<file path="config.mk">
export PLATFORM = sky130hd
export DESIGN_NAME = oam_dma_engine
export DESIGN_NICKNAME = d
export VERILOG_FILES = /design/src/rtl/gb_mmio_pkg.sv /design/src/rtl/dma_slot_timer.sv /design/src/rtl/oam_dma_engine.sv
export SDC_FILE = /design/constraint.sdc
export NUM_CORES = 1
export LEC_CHECK = 0
export ABC_CLOCK_PERIOD_IN_PS = 4800
export BUFFER_PORTS_ARGS = -buffer_cell sky130_fd_sc_hd__buf_4
export CAP_MARGIN = 20
export CELL_PAD_IN_SITES_DETAIL_PLACEMENT = 1
export CELL_PAD_IN_SITES_GLOBAL_PLACEMENT = 2
export CORE_MARGIN = 4
export CORE_UTILIZATION = 33
export CTS_CLUSTER_DIAMETER = 80
export DETAILED_ROUTE_END_ITERATION = 10
export PLACE_DENSITY = 0.88
export RECOVER_POWER = 25
export SLEW_MARGIN = 25
export SYNTH_ARGS = -nofsm -noshare
export SYNTH_HDL_FRONTEND = slang
export SYNTH_SLANG_ARGS = --single-unit
</file>
<file path="constraint.sdc">
create_clock -name clk_i -period 4.8 [get_ports clk_i]
set_clock_uncertainty 0.2 [all_clocks]
set_input_delay 0.96 -clock clk_i [delete_from_list [all_inputs] [get_ports clk_i]]
set_output_delay 0.96 -clock clk_i [all_outputs]
set_load 0.03 [all_outputs]
</file>
<file path="src/rtl/gb_mmio_pkg.sv">
// Shared MMIO constants, OAM DMA state encoding and the DMA source-page remap.
// Latency: n/a (declarations only).
// Backpressure: n/a.
package gb_mmio_pkg;

    localparam logic [15:0] ADDR_DMA_REG  = 16'hFF46;
    localparam logic [15:0] OAM_BASE      = 16'hFE00;
    localparam logic [15:0] BUS_IDLE_ADDR = 16'hFFFF;

    typedef enum logic [1:0] {
        DMA_IDLE,
        DMA_DELAY,
        DMA_XFER
    } dma_state_t;

    // Pages FE/FF would source from OAM/IO; the DMA reads the work-RAM shadow at DE/DF instead.
    function automatic logic [7:0] remap_src(input logic [7:0] hi);
        return (hi >= 8'hFE) ? (hi - 8'h20) : hi;
    endfunction

endpackage

</file>
<file path="src/rtl/dma_slot_timer.sv">
// Byte-slot sequencer: phase counter inside a slot plus byte index, with decoded slot strobes.
// Latency: strobes are decoded from registered counters; counters clear the cycle after run_i drops.
// Backpressure: none; the slot cadence is fixed while run_i is high.
module dma_slot_timer #(
    parameter int BYTE_CYCLES = 4,
    parameter int READ_LAT    = 1,
    parameter int N_BYTES     = 160
) (
    input  logic       clk_i,
    input  logic       rst_ni,
    input  logic       run_i,
    output logic [7:0] idx_o,
    output logic       rd_phase_o,
    output logic       latch_stb_o,
    output logic       wr_stb_o,
    output logic       last_byte_o
);

    localparam int PW = (BYTE_CYCLES > 1) ? $clog2(BYTE_CYCLES) : 1;
    localparam logic [PW-1:0] PH_LATCH = PW'(READ_LAT);
    localparam logic [PW-1:0] PH_WR    = PW'(READ_LAT + 1);
    localparam logic [PW-1:0] PH_LAST  = PW'(BYTE_CYCLES - 1);
    localparam logic [7:0]    IDX_LAST = 8'(N_BYTES - 1);

    logic [PW-1:0] phase_q, phase_d;
    logic [7:0]    idx_q, idx_d;

    assign idx_o       = idx_q;
    assign rd_phase_o  = (phase_q <= PH_LATCH);
    assign latch_stb_o = run_i && (phase_q == PH_LATCH);
    assign wr_stb_o    = run_i && (phase_q == PH_WR);
    assign last_byte_o = run_i && (phase_q == PH_LAST) && (idx_q == IDX_LAST);

    // Next-state: hold at zero while stopped, otherwise step phase and roll idx at slot end.
    always_comb begin
        phase_d = phase_q;
        idx_d   = idx_q;
        if (!run_i) begin
            phase_d = '0;
            idx_d   = '0;
        end else if (phase_q == PH_LAST) begin
            phase_d = '0;
            idx_d   = (idx_q == IDX_LAST) ? 8'h00 : (idx_q + 8'h01);
        end else begin
            phase_d = phase_q + PW'(1);
        end
    end

    // Counter registers.
    always_ff @(posedge clk_i or negedge rst_ni) begin
        if (!rst_ni) begin
            phase_q <= '0;
            idx_q   <= '0;
        end else begin
            phase_q <= phase_d;
            idx_q   <= idx_d;
        end
    end

endmodule

</file>
<file path="src/rtl/oam_dma_engine.sv">
// OAM DMA: a write to FF46 copies 160 bytes from page XX into FE00-FE9F over the MMU master port.
// Latency: first source read START_DELAY clocks after trigger, one byte per BYTE_CYCLES clocks.
// Backpressure: none; the MMU master port is assumed to accept every cycle, retrigger restarts.
module oam_dma_engine #(
    parameter int START_DELAY = 4,
    parameter int BYTE_CYCLES = 4,
    parameter int READ_LAT    = 1,
    parameter int N_BYTES     = 160
) (
    input  logic        clk_i,
    input  logic        rst_ni,
    input  logic [15:0] mmio_addr_i,
    input  logic [7:0]  mmio_write_value_i,
    input  logic        mmio_write_enable_i,
    output logic [7:0]  mmio_read_out_o,
    output logic [15:0] dma_addr_o,
    output logic [7:0]  dma_write_value_o,
    output logic        dma_write_enable_o,
    input  logic [7:0]  dma_read_out_i,
    output logic        dma_active_o
);
    import gb_mmio_pkg::*;

    localparam int DW = (START_DELAY > 1) ? $clog2(START_DELAY) : 1;
    localparam logic [DW-1:0] CNT_LAST = DW'(START_DELAY - 1);

    dma_state_t  state_q;
    logic [DW-1:0] cnt_q;
    logic [7:0]  src_hi_q;
    logic [7:0]  data_q;
    logic [7:0]  rd_q;
    logic        hit_prev_q;
    logic        active_q;

    logic        reg_hit;
    logic        trig;
    logic        run;
    logic [7:0]  idx;
    logic        rd_phase;
    logic        latch_stb;
    logic        wr_stb;
    logic        last_byte;

    // A held write_enable is one trigger: fire only on the rising edge of the register hit.
    assign reg_hit = mmio_write_enable_i && (mmio_addr_i == ADDR_DMA_REG);
    assign trig    = reg_hit && !hit_prev_q;
    assign run     = (state_q == DMA_XFER);

    assign mmio_read_out_o = rd_q;
    assign dma_active_o    = active_q;

    dma_slot_timer #(
        .BYTE_CYCLES (BYTE_CYCLES),
        .READ_LAT    (READ_LAT),
        .N_BYTES     (N_BYTES)
    ) u_slot_timer (
        .clk_i       (clk_i),
        .rst_ni      (rst_ni),
        .run_i       (run),
        .idx_o       (idx),
        .rd_phase_o  (rd_phase),
        .latch_stb_o (latch_stb),
        .wr_stb_o    (wr_stb),
        .last_byte_o (last_byte)
    );

    // Register-port edge detector and registered FF46 readback.
    always_ff @(posedge clk_i or negedge rst_ni) begin
        if (!rst_ni) begin
            hit_prev_q <= 1'b0;
            rd_q       <= 8'hFF;
        end else begin
            hit_prev_q <= reg_hit;
            rd_q       <= (mmio_addr_i == ADDR_DMA_REG) ? src_hi_q : 8'hFF;
        end
    end

    // Transfer FSM; a trigger in any state reloads the source page and restarts the start delay.
    always_ff @(posedge clk_i or negedge rst_ni) begin
        if (!rst_ni) begin
            state_q  <= DMA_IDLE;
            cnt_q    <= '0;
            src_hi_q <= 8'hFF;
            data_q   <= 8'h00;
            active_q <= 1'b0;
        end else begin
            if (run && latch_stb) begin
                data_q <= dma_read_out_i;
            end
            if (trig) begin
                src_hi_q <= mmio_write_value_i;
                state_q  <= DMA_DELAY;
                cnt_q    <= '0;
                active_q <= 1'b1;
            end else begin
                case (state_q)
                    DMA_IDLE: begin
                        active_q <= 1'b0;
                    end
                    DMA_DELAY: begin
                        if (cnt_q == CNT_LAST) begin
                            state_q <= DMA_XFER;
                        end else begin
                            cnt_q <= cnt_q + DW'(1);
                        end
                    end
                    DMA_XFER: begin
                        if (last_byte) begin
                            state_q  <= DMA_IDLE;
                            active_q <= 1'b0;
                        end
                    end
                    default: begin
                        state_q  <= DMA_IDLE;
                        active_q <= 1'b0;
                    end
                endcase
            end
        end
    end

    // Bus mux: idle address outside XFER so the CPU keeps OAM; source read then OAM write per slot.
    always_comb begin
        dma_addr_o         = BUS_IDLE_ADDR;
        dma_write_value_o  = 8'h00;
        dma_write_enable_o = 1'b0;
        if (run) begin
            if (rd_phase) begin
                dma_addr_o = {remap_src(src_hi_q), idx};
            end else begin
                dma_addr_o = OAM_BASE + {8'h00, idx};
            end
            if (wr_stb) begin
                dma_write_enable_o = 1'b1;
                dma_write_value_o  = data_q;
            end
        end
    end

endmodule

</file>
==> results of run 1 <==
-- worst min-delay path by stage --
| stage | endpoint | slack, ns | cells past startpoint | startpoint |
|---|---|---|---|---|
| 3_3_place_gp | dma_active_o | 0.27 | 1 | dma_active_o |
| 3_5_place_dp | dma_active_o | 0.28 | 1 | dma_active_o |
| 2_1_floorplan | mmio_read_out_o[6] | 0.27 | 2 | src_hi_q[6] |
| 6_report | mmio_read_out_o[6] | 0.30 | 2 | src_hi_q[6] |
| 5_1_grt | data_q[4] | 0.32 | 1 | data_q[4] |
| 4_1_cts | data_q[4] | 0.31 | 1 | data_q[4] |
-- where the power goes --
part / internal, mW / switching (mW)
logic: 0.0791 / 0.0940
clock network: 0.187 / 0.120
registers: 0.364 / 0.0315
-- cells by family (layout without fill, tap and decap cells) --
family                   after synthesis  after routing  share of synthesized area
AO/OA/AOI/OAI                         13             13                    0.03819
AND/OR/NAND/NOR                       78             78                     0.2413
flip-flops                            40             40                     0.5194
XOR/XNOR                               6              6                    0.02674
multiplexers                          16             16                     0.1012
buffers and inverters                 12             83                    0.03501
adder cells (fa/ha/maj)                6              6                    0.03819
-- registers in the layout, summed over array words and instances, names as in the netlist --
name	cells
hit_prev_q	1
cnt_q	2
u_slot_timer.phase_q	2
state_q	2
src_hi_q	8
mmio_read_out_o	8
u_slot_timer.idx_o	8
data_q	8
dma_active_o	1
-- worst register-to-register path, delay by kind of cell, from the launching register on --
kind            cells  cell delay (ns)
flops               1             0.46
fa+ha+maj           1             0.35
compound gates      2             0.82
simple gates        2             0.26
-- layer usage --
layer | share of wire | wire (um)
met1 | 0.44 | 2116
met2 | 0.52 | 2484
met3 | 0.034 | 165
met4 | 0.0071 | 34
met5 | 0 | 0
-- cell usage in the layout (no fill, tap or decap), drive strengths merged --
master,instances
buf,68
dfrtp,24
dfstp,16
mux2,16
nand2,14
nand2b,12
and3,9
nor2,8
clkbuf,8
inv,6
or2b,6
or3,6
ha,6
a21oi,5
nand4,4
o21ai,4
xor2,3
nand3,3
xnor2,3
a21o,2
nor3,2
nand3b,2
nor4,2
and2,2
nor2b,1
or4b,1
nand4bb,1
o21a,1
and4,1
and3b,1
or2,1
or3b,1
o31ai,1
nor3b,1
bufinv,1
-- final cells by class --
class | count | share of cell area
flip-flops and latches | 40 | 0.3851
multi-input cells | 119 | 0.3303
repair buffers | 69 | 0.1940
clock buffers | 7 | 0.03681
well taps | 72 | 0.03398
clock inverters | 1 | 0.01133
inverters | 6 | 0.008495
==> flow_results.xml, run 1 <==
<?xml version="1.0" encoding="UTF-8"?>
<metrics>
  <group name="synth">
    <metric name="syn-num-nets" unit="">212</metric>
    <metric name="synth_common_cells" unit="">dfrtp_1 (24), dfstp_2 (16), nand2_1 (14)</metric>
    <metric name="yosys_most_used_dff" unit="">dfrtp_1</metric>
    <metric name="synth-warning-count" unit="">0</metric>
    <metric name="yosys.area.top_type" unit="">dfrtp_1</metric>
    <metric name="ys_ff_latch" unit="">40</metric>
    <metric name="post_synth_instance_area" unit="um^2">1966</metric>
    <metric name="synth-async-reset-ratio" unit="">1.000</metric>
    <metric name="syn-instance-count" unit="">171</metric>
    <metric name="synth.yosys.seq_area_share" unit="">0.5194</metric>
    <metric name="synth_cell_type_count" unit="">38</metric>
    <metric name="synth.most_common_cell" unit="">dfrtp_1</metric>
    <metric name="synth_edf_count" unit="">0</metric>
    <metric name="avgSynthCellArea" unit="um^2">11.49</metric>
    <metric name="ys_top_cells_by_area" unit="">dfrtp_1 (31%), dfstp_2 (21%), mux2_2 (6.3%), ha_1 (3.8%), mux2_4 (3.8%)</metric>
    <metric name="yosys.area.top_type_share" unit="">0.3055</metric>
  </group>
  <group name="final_layout">
    <metric name="postLayoutCoreUtil" unit="">0.4699</metric>
    <metric name="final_layout_size_suffix_gt1_frac" unit="">0.4628</metric>
    <metric name="area_of_the_multi_input_gates" unit="um^2">875.8</metric>
    <metric name="nets" unit="">282</metric>
    <metric name="final_area" unit="um^2">2651</metric>
    <metric name="synthToLayoutAreaGrowth" unit="%">34.88</metric>
    <metric name="fillers" unit="">626</metric>
    <metric name="seq_area" unit="um^2">1021</metric>
    <metric name="num_antenna_cells" unit="">0</metric>
    <metric name="finish.cell_count_without_fillers" unit="">314</metric>
  </group>
  <group name="die">
    <metric name="core" unit="um^2">5642</metric>
    <metric name="die_area" unit="um^2">7256</metric>
    <metric name="floorplan.die.width" unit="um">85.18</metric>
    <metric name="start_util" unit="">0.3484</metric>
    <metric name="top_level_ports" unit="">69</metric>
    <metric name="die_height" unit="um">85.18</metric>
    <metric name="placement_rows" unit="">27</metric>
  </group>
  <group name="sta">
    <metric name="final.setup.tns" unit="ns">0</metric>
    <metric name="finalCriticalPeriod" unit="ns">3.164</metric>
    <metric name="clock.fmax" unit="MHz">316.1</metric>
    <metric name="hold_ws" unit="ns">0.3047</metric>
    <metric name="finalWorstSetupSlack" unit="ns">1.636</metric>
    <metric name="maxSlewViolCount" unit="">41</metric>
    <metric name="worstMarginPinSlew" unit="ns">2.183</metric>
    <metric name="report.final.setup_viol" unit="">0</metric>
    <metric name="max_slew_margin" unit="">-0.4551</metric>
    <metric name="grt_setup_unrepaired" unit="">no</metric>
    <metric name="hold_viol_final" unit="">0</metric>
    <metric name="min_period_over_period" unit="">0.6591</metric>
  </group>
  <group name="run_status">
    <metric name="violated_checks" unit="">capacitance limit, slew limit</metric>
    <metric name="status" unit="">complete, but fails checks</metric>
  </group>
  <group name="critical_path">
    <metric name="timing.rr.end" unit="">dma_active_o</metric>
    <metric name="worst_setup_path_end_kind" unit="">flip-flop</metric>
    <metric name="critPathArrivalTime" unit="ns">3.18</metric>
    <metric name="worst-r2r-setup-slack" unit="ns">2.61</metric>
    <metric name="critical-path-slowest-cell" unit="">and3b_1</metric>
    <metric name="crit_start" unit="">mmio_addr_i[5]</metric>
    <metric name="crit_fanout" unit="">13</metric>
    <metric name="crit_required" unit="ns">4.82</metric>
    <metric name="cp_num_cells" unit="">5</metric>
    <metric name="worst_r2r_src" unit="">u_slot_timer.phase_q[1]</metric>
    <metric name="cp-endpoint" unit="">src_hi_q[0]</metric>
    <metric name="slowest_delay" unit="ns">0.65</metric>
    <metric name="path_buf_inv" unit="">1</metric>
    <metric name="start_kind" unit="">input port</metric>
    <metric name="setup.worst_path.class" unit="">in2reg</metric>
    <metric name="timing.critical_path.max_delay_family" unit="">simple AND/OR/NAND/NOR gates</metric>
    <metric name="worst_r2r_path_depth" unit="">5</metric>
    <metric name="cp_cell_sequence" unit="">buf_4 &gt; or4b_4 &gt; nor4_4 &gt; and3b_1 &gt; mux2_2</metric>
  </group>
  <group name="power">
    <metric name="cellPowerDensity" unit="nW/um^2">330.5</metric>
    <metric name="power.ir.vdd_worst" unit="V">0.0001737</metric>
    <metric name="power.total" unit="mW">0.8763</metric>
    <metric name="p_leak" unit="nW">1.299</metric>
  </group>
  <group name="global_route">
    <metric name="antenna_violations_before_repair" unit="">0</metric>
    <metric name="grt_use_met3" unit="">0.03010</metric>
    <metric name="groute.layer.met1.usage" unit="">0.1844</metric>
    <metric name="grt.total_usage" unit="">0.1412</metric>
    <metric name="grt.busiest_layer" unit="">met2</metric>
    <metric name="met2_grt_util" unit="">0.2380</metric>
    <metric name="first_pass_grt_wire_length" unit="um">8197</metric>
    <metric name="pin_count_of_the_biggest_net_entering_global_routing" unit="">41</metric>
    <metric name="overflow_left_after_global_routing" unit="">0</metric>
    <metric name="first_global_vias" unit="">1614</metric>
  </group>
  <group name="flow_run">
    <metric name="max-cap-violations" unit="">1</metric>
  </group>
  <group name="clocking">
    <metric name="post_cts_buffers" unit="">0</metric>
    <metric name="clkSinkCount" unit="">40</metric>
    <metric name="postCtsHoldBufs" unit="">0</metric>
    <metric name="cts.path.max_buffers" unit="">2</metric>
    <metric name="cts_max_level" unit="">2</metric>
    <metric name="post_cts.resized_instances" unit="">0</metric>
    <metric name="clock_tree.root_cell" unit="">clkbuf_8</metric>
    <metric name="cts_tree" unit="">built</metric>
    <metric name="source_to_sink_clock_delay_at_the_later_pin_of_the_worst_skew_pair" unit="ns">0.29</metric>
    <metric name="cts.clk_slew.worst_paths" unit="ns">0.07</metric>
    <metric name="tritoncts.num_buffers" unit="">5</metric>
  </group>
  <group name="place">
    <metric name="detailedPlacementHpwl" unit="um">3638</metric>
    <metric name="port_buffers" unit="">68</metric>
    <metric name="placed_cell_area" unit="um^2">2527</metric>
    <metric name="dp_slack" unit="ns">1.331</metric>
    <metric name="post-place-cells" unit="">306</metric>
    <metric name="routability_congestion_estimate_from_global_placement" unit="">0.7811</metric>
  </group>
  <group name="min_path">
    <metric name="hold_class" unit="">reg2reg</metric>
  </group>
  <group name="routing">
    <metric name="routed_via_density" unit="">4.707</metric>
    <metric name="drt_iter0_drc" unit="">67</metric>
    <metric name="drt-pass1-iter-count" unit="">4</metric>
    <metric name="detail-route-antenna-nets" unit="">0</metric>
    <metric name="vias" unit="">1478</metric>
    <metric name="routed_wirelength" unit="um">4800</metric>
    <metric name="routed_wire_length_per_instance" unit="um">15.29</metric>
    <metric name="route.detailed.drc" unit="">0</metric>
  </group>
</metrics>
No activity file was read; power rests on OpenSTA's default activity.
==> run 2, diff against run 1 <==
--- a/config.mk
+++ b/config.mk
@@ -5,16 +5,16 @@
 export SDC_FILE = /design/constraint.sdc
 export NUM_CORES = 1
 export LEC_CHECK = 0
-export ABC_CLOCK_PERIOD_IN_PS = 4800
+export ABC_CLOCK_PERIOD_IN_PS = 2700
 export BUFFER_PORTS_ARGS = -buffer_cell sky130_fd_sc_hd__buf_4
 export CAP_MARGIN = 20
 export CELL_PAD_IN_SITES_DETAIL_PLACEMENT = 1
 export CELL_PAD_IN_SITES_GLOBAL_PLACEMENT = 2
 export CORE_MARGIN = 4
-export CORE_UTILIZATION = 33
+export CORE_UTILIZATION = 27
 export CTS_CLUSTER_DIAMETER = 80
 export DETAILED_ROUTE_END_ITERATION = 10
-export PLACE_DENSITY = 0.88
+export PLACE_DENSITY = 0.78
 export RECOVER_POWER = 25
 export SLEW_MARGIN = 25
 export SYNTH_ARGS = -nofsm -noshare
==> constraint.sdc (replaced) <==
create_clock -name clk_i -period 2.7 [get_ports clk_i]
set_clock_uncertainty 0.2 [all_clocks]
set_input_delay 0.54 -clock clk_i [delete_from_list [all_inputs] [get_ports clk_i]]
set_output_delay 0.54 -clock clk_i [all_outputs]
set_load 0.03 [all_outputs]
==> run 2 against run 1 <==
The run now ends clean. Routed wire length rose by 0.54%. Worst setup slack got worse by 1.4 ns. Sequential power rose by 77%. Die area rose by 20%. Combinational power rose by 78%. Register-to-register slack got worse by 2.0 ns. First-iteration DRC count fell by 19%.
==> flow_results.xml, run 2 (synthesis gave the netlist of run 1 again) <==
<?xml version="1.0" encoding="UTF-8"?>
<metrics>
  <group name="global_route">
    <metric name="grt.busiest_layer" unit="">met2</metric>
    <metric name="first_pass_grt_wire_length" unit="um">7921</metric>
    <metric name="pin_count_of_the_biggest_net_entering_global_routing" unit="">41</metric>
    <metric name="overflow_left_after_global_routing" unit="">0</metric>
    <metric name="met2_grt_util" unit="">0.1983</metric>
    <metric name="groute.layer.met1.usage" unit="">0.1401</metric>
    <metric name="grt.total_usage" unit="">0.1165</metric>
    <metric name="grt_use_met3" unit="">0.04023</metric>
    <metric name="antenna_violations_before_repair" unit="">0</metric>
    <metric name="first_global_vias" unit="">1647</metric>
  </group>
  <group name="critical_path">
    <metric name="crit_fanout" unit="">12</metric>
    <metric name="worst_setup_path_end_kind" unit="">primary output</metric>
    <metric name="worst_r2r_path_depth" unit="">5</metric>
    <metric name="critical-path-slowest-cell" unit="">or3_1</metric>
    <metric name="path_buf_inv" unit="">1</metric>
    <metric name="setup.worst_path.class" unit="">reg2out</metric>
    <metric name="cp_cell_sequence" unit="">nand2b_1 &gt; or3_1 &gt; buf_4</metric>
    <metric name="start_kind" unit="">flip-flop</metric>
    <metric name="critPathArrivalTime" unit="ns">1.69</metric>
    <metric name="crit_required" unit="ns">1.96</metric>
    <metric name="timing.critical_path.max_delay_family" unit="">simple AND/OR/NAND/NOR gates</metric>
    <metric name="cp_num_cells" unit="">3</metric>
    <metric name="slowest_delay" unit="ns">0.43</metric>
  </group>
  <group name="clocking">
    <metric name="post_cts.resized_instances" unit="">0</metric>
    <metric name="cts_tree" unit="">built</metric>
    <metric name="clkSinkCount" unit="">40</metric>
    <metric name="post_cts_buffers" unit="">0</metric>
    <metric name="postCtsHoldBufs" unit="">0</metric>
    <metric name="clock_tree.root_cell" unit="">clkbuf_8</metric>
    <metric name="cts.clk_slew.worst_paths" unit="ns">0.08</metric>
    <metric name="tritoncts.num_buffers" unit="">5</metric>
    <metric name="cts.path.max_buffers" unit="">2</metric>
    <metric name="cts_max_level" unit="">2</metric>
    <metric name="source_to_sink_clock_delay_at_the_later_pin_of_the_worst_skew_pair" unit="ns">0.29</metric>
  </group>
  <group name="final_layout">
    <metric name="num_antenna_cells" unit="">0</metric>
    <metric name="mostFrequentLayoutCells" unit="">buf_4 (73), dfrtp_1 (24), dfstp_2 (16)</metric>
    <metric name="final_layout_size_suffix_gt1_frac" unit="">0.4818</metric>
    <metric name="area_of_the_multi_input_gates" unit="um^2">875.8</metric>
    <metric name="postLayoutCoreUtil" unit="">0.3870</metric>
    <metric name="nets" unit="">287</metric>
    <metric name="synthToLayoutAreaGrowth" unit="%">36.73</metric>
    <metric name="seq_area" unit="um^2">1021</metric>
    <metric name="mostFrequentLayoutCell" unit="">buf_4</metric>
    <metric name="fillers" unit="">798</metric>
  </group>
  <group name="die">
    <metric name="core" unit="um^2">6944</metric>
    <metric name="die_area" unit="um^2">8710</metric>
    <metric name="die_height" unit="um">93.33</metric>
    <metric name="floorplan.die.width" unit="um">93.33</metric>
    <metric name="top_level_ports" unit="">69</metric>
    <metric name="start_util" unit="">0.2831</metric>
    <metric name="placement_rows" unit="">30</metric>
  </group>
  <group name="routing">
    <metric name="drt_iter0_drc" unit="">54</metric>
    <metric name="drt-pass1-iter-count" unit="">3</metric>
    <metric name="routed_wire_length_per_instance" unit="um">14.07</metric>
    <metric name="route.detailed.drc" unit="">0</metric>
    <metric name="routed_via_density" unit="">4.437</metric>
    <metric name="vias" unit="">1522</metric>
    <metric name="routed_wirelength" unit="um">4826</metric>
    <metric name="detail-route-antenna-nets" unit="">0</metric>
  </group>
  <group name="sta">
    <metric name="hold_viol_final" unit="">0</metric>
    <metric name="maxSlewViolCount" unit="">0</metric>
    <metric name="max_slew_margin" unit="">0.3272</metric>
    <metric name="finalCriticalPeriod" unit="ns">2.428</metric>
    <metric name="clock.fmax" unit="MHz">411.9</metric>
    <metric name="report.final.setup_viol" unit="">0</metric>
    <metric name="final.setup.tns" unit="ns">0</metric>
    <metric name="grt_setup_unrepaired" unit="">no</metric>
    <metric name="worstMarginPinSlew" unit="ns">1.009</metric>
    <metric name="min_period_over_period" unit="">0.8992</metric>
  </group>
  <group name="place">
    <metric name="port_buffers" unit="">68</metric>
    <metric name="detailedPlacementHpwl" unit="um">3827</metric>
    <metric name="routability_congestion_estimate_from_global_placement" unit="">0.6811</metric>
  </group>
  <group name="power">
    <metric name="power.ir.vdd_worst" unit="V">0.0001676</metric>
    <metric name="power.total" unit="mW">1.426</metric>
    <metric name="p_leak" unit="nW">1.318</metric>
    <metric name="cellPowerDensity" unit="nW/um^2">530.4</metric>
  </group>
  <group name="flow_run">
    <metric name="max-cap-violations" unit="">0</metric>
  </group>
  <group name="min_path">
    <metric name="hold_class" unit="">in2async</metric>
  </group>
  <group name="run_status">
    <metric name="status" unit="">completed</metric>
  </group>
</metrics>
[run 2: cell count changes in the layout (fill, tap and decap cells not counted), sizes merged]
| cell | previous run | this run |
|---|---|---|
| buf | 68 | 73 |
| clkbuf | 8 | 7 |
| inv | 6 | 8 |
| bufinv | 1 | 0 |
[run 2: worst reg2reg max path: cells and delay by family, from the launching register on]
family                 cells  cell delay (ns)
AO/OA/AOI/OAI              2             0.57
flip-flops                 1             0.44
buffers and inverters      1             0.21
AND/OR/NAND/NOR            2             0.53
[run 2: final timing paths]
check,slack (ns),start,to
setup / recovery,0.27,state_q[0],dma_addr_o[9]
min in group clk_i,0.28,mmio_write_value_i[2],src_hi_q[2]
hold reg to reg,0.30,dma_active_o,dma_active_o
hold / removal,0.21,rst_ni,u_slot_timer.idx_o[7]
setup reg to reg,0.65,u_slot_timer.idx_o[5],dma_active_o
max in group asynchronous,1.47,rst_ni,hit_prev_q
[run 2: power breakdown]
| part | switching [mW] | internal, mW | total (mW) | leakage, nW |
|---|---|---|---|---|
| Combinational | 0.167 | 0.141 | 0.308 | 0.811 |
| Clock | 0.210 | 0.208 | 0.418 | 0.0521 |
| Sequential | 0.0513 | 0.648 | 0.699 | 0.455 |
| Total | 0.428 | 0.998 | 1.43 | 1.32 |
[run 2: metrics by stage]
stage / instance area (um^2) / instances / hold WS, ns / setup WS (ns)
2_1_floorplan: 1966 / 171 / 0.04441 / 0.2150
3_3_place_gp: 2595 / 335 / 0.2692 / 0.2425
3_5_place_dp: 2595 / 335 / 0.2783 / 0.2083
4_1_cts: 2690 / 343 / 0.03425 / 0.2218
5_1_grt: 2688 / 343 / 0.2620 / 0.1596
6_report: 2688 / 343 / 0.2117 / 0.2723
[run 2: area by class of cell]
class,instances,share of cell area
Clock buffer,6,0.03073
Clock inverter,2,0.004655
Inverter,6,0.008380
Multi-Input combinational cell,119,0.3259
Sequential cell,40,0.3799
Tap cell,96,0.04469
Timing Repair Buffer,74,0.2058
[run 2: per-layer routing]
layer	part of all wire	wire [um]
met1	0.41	1984
met2	0.51	2444
met4	0.0083	40
met5	0	0
met3	0.074	357
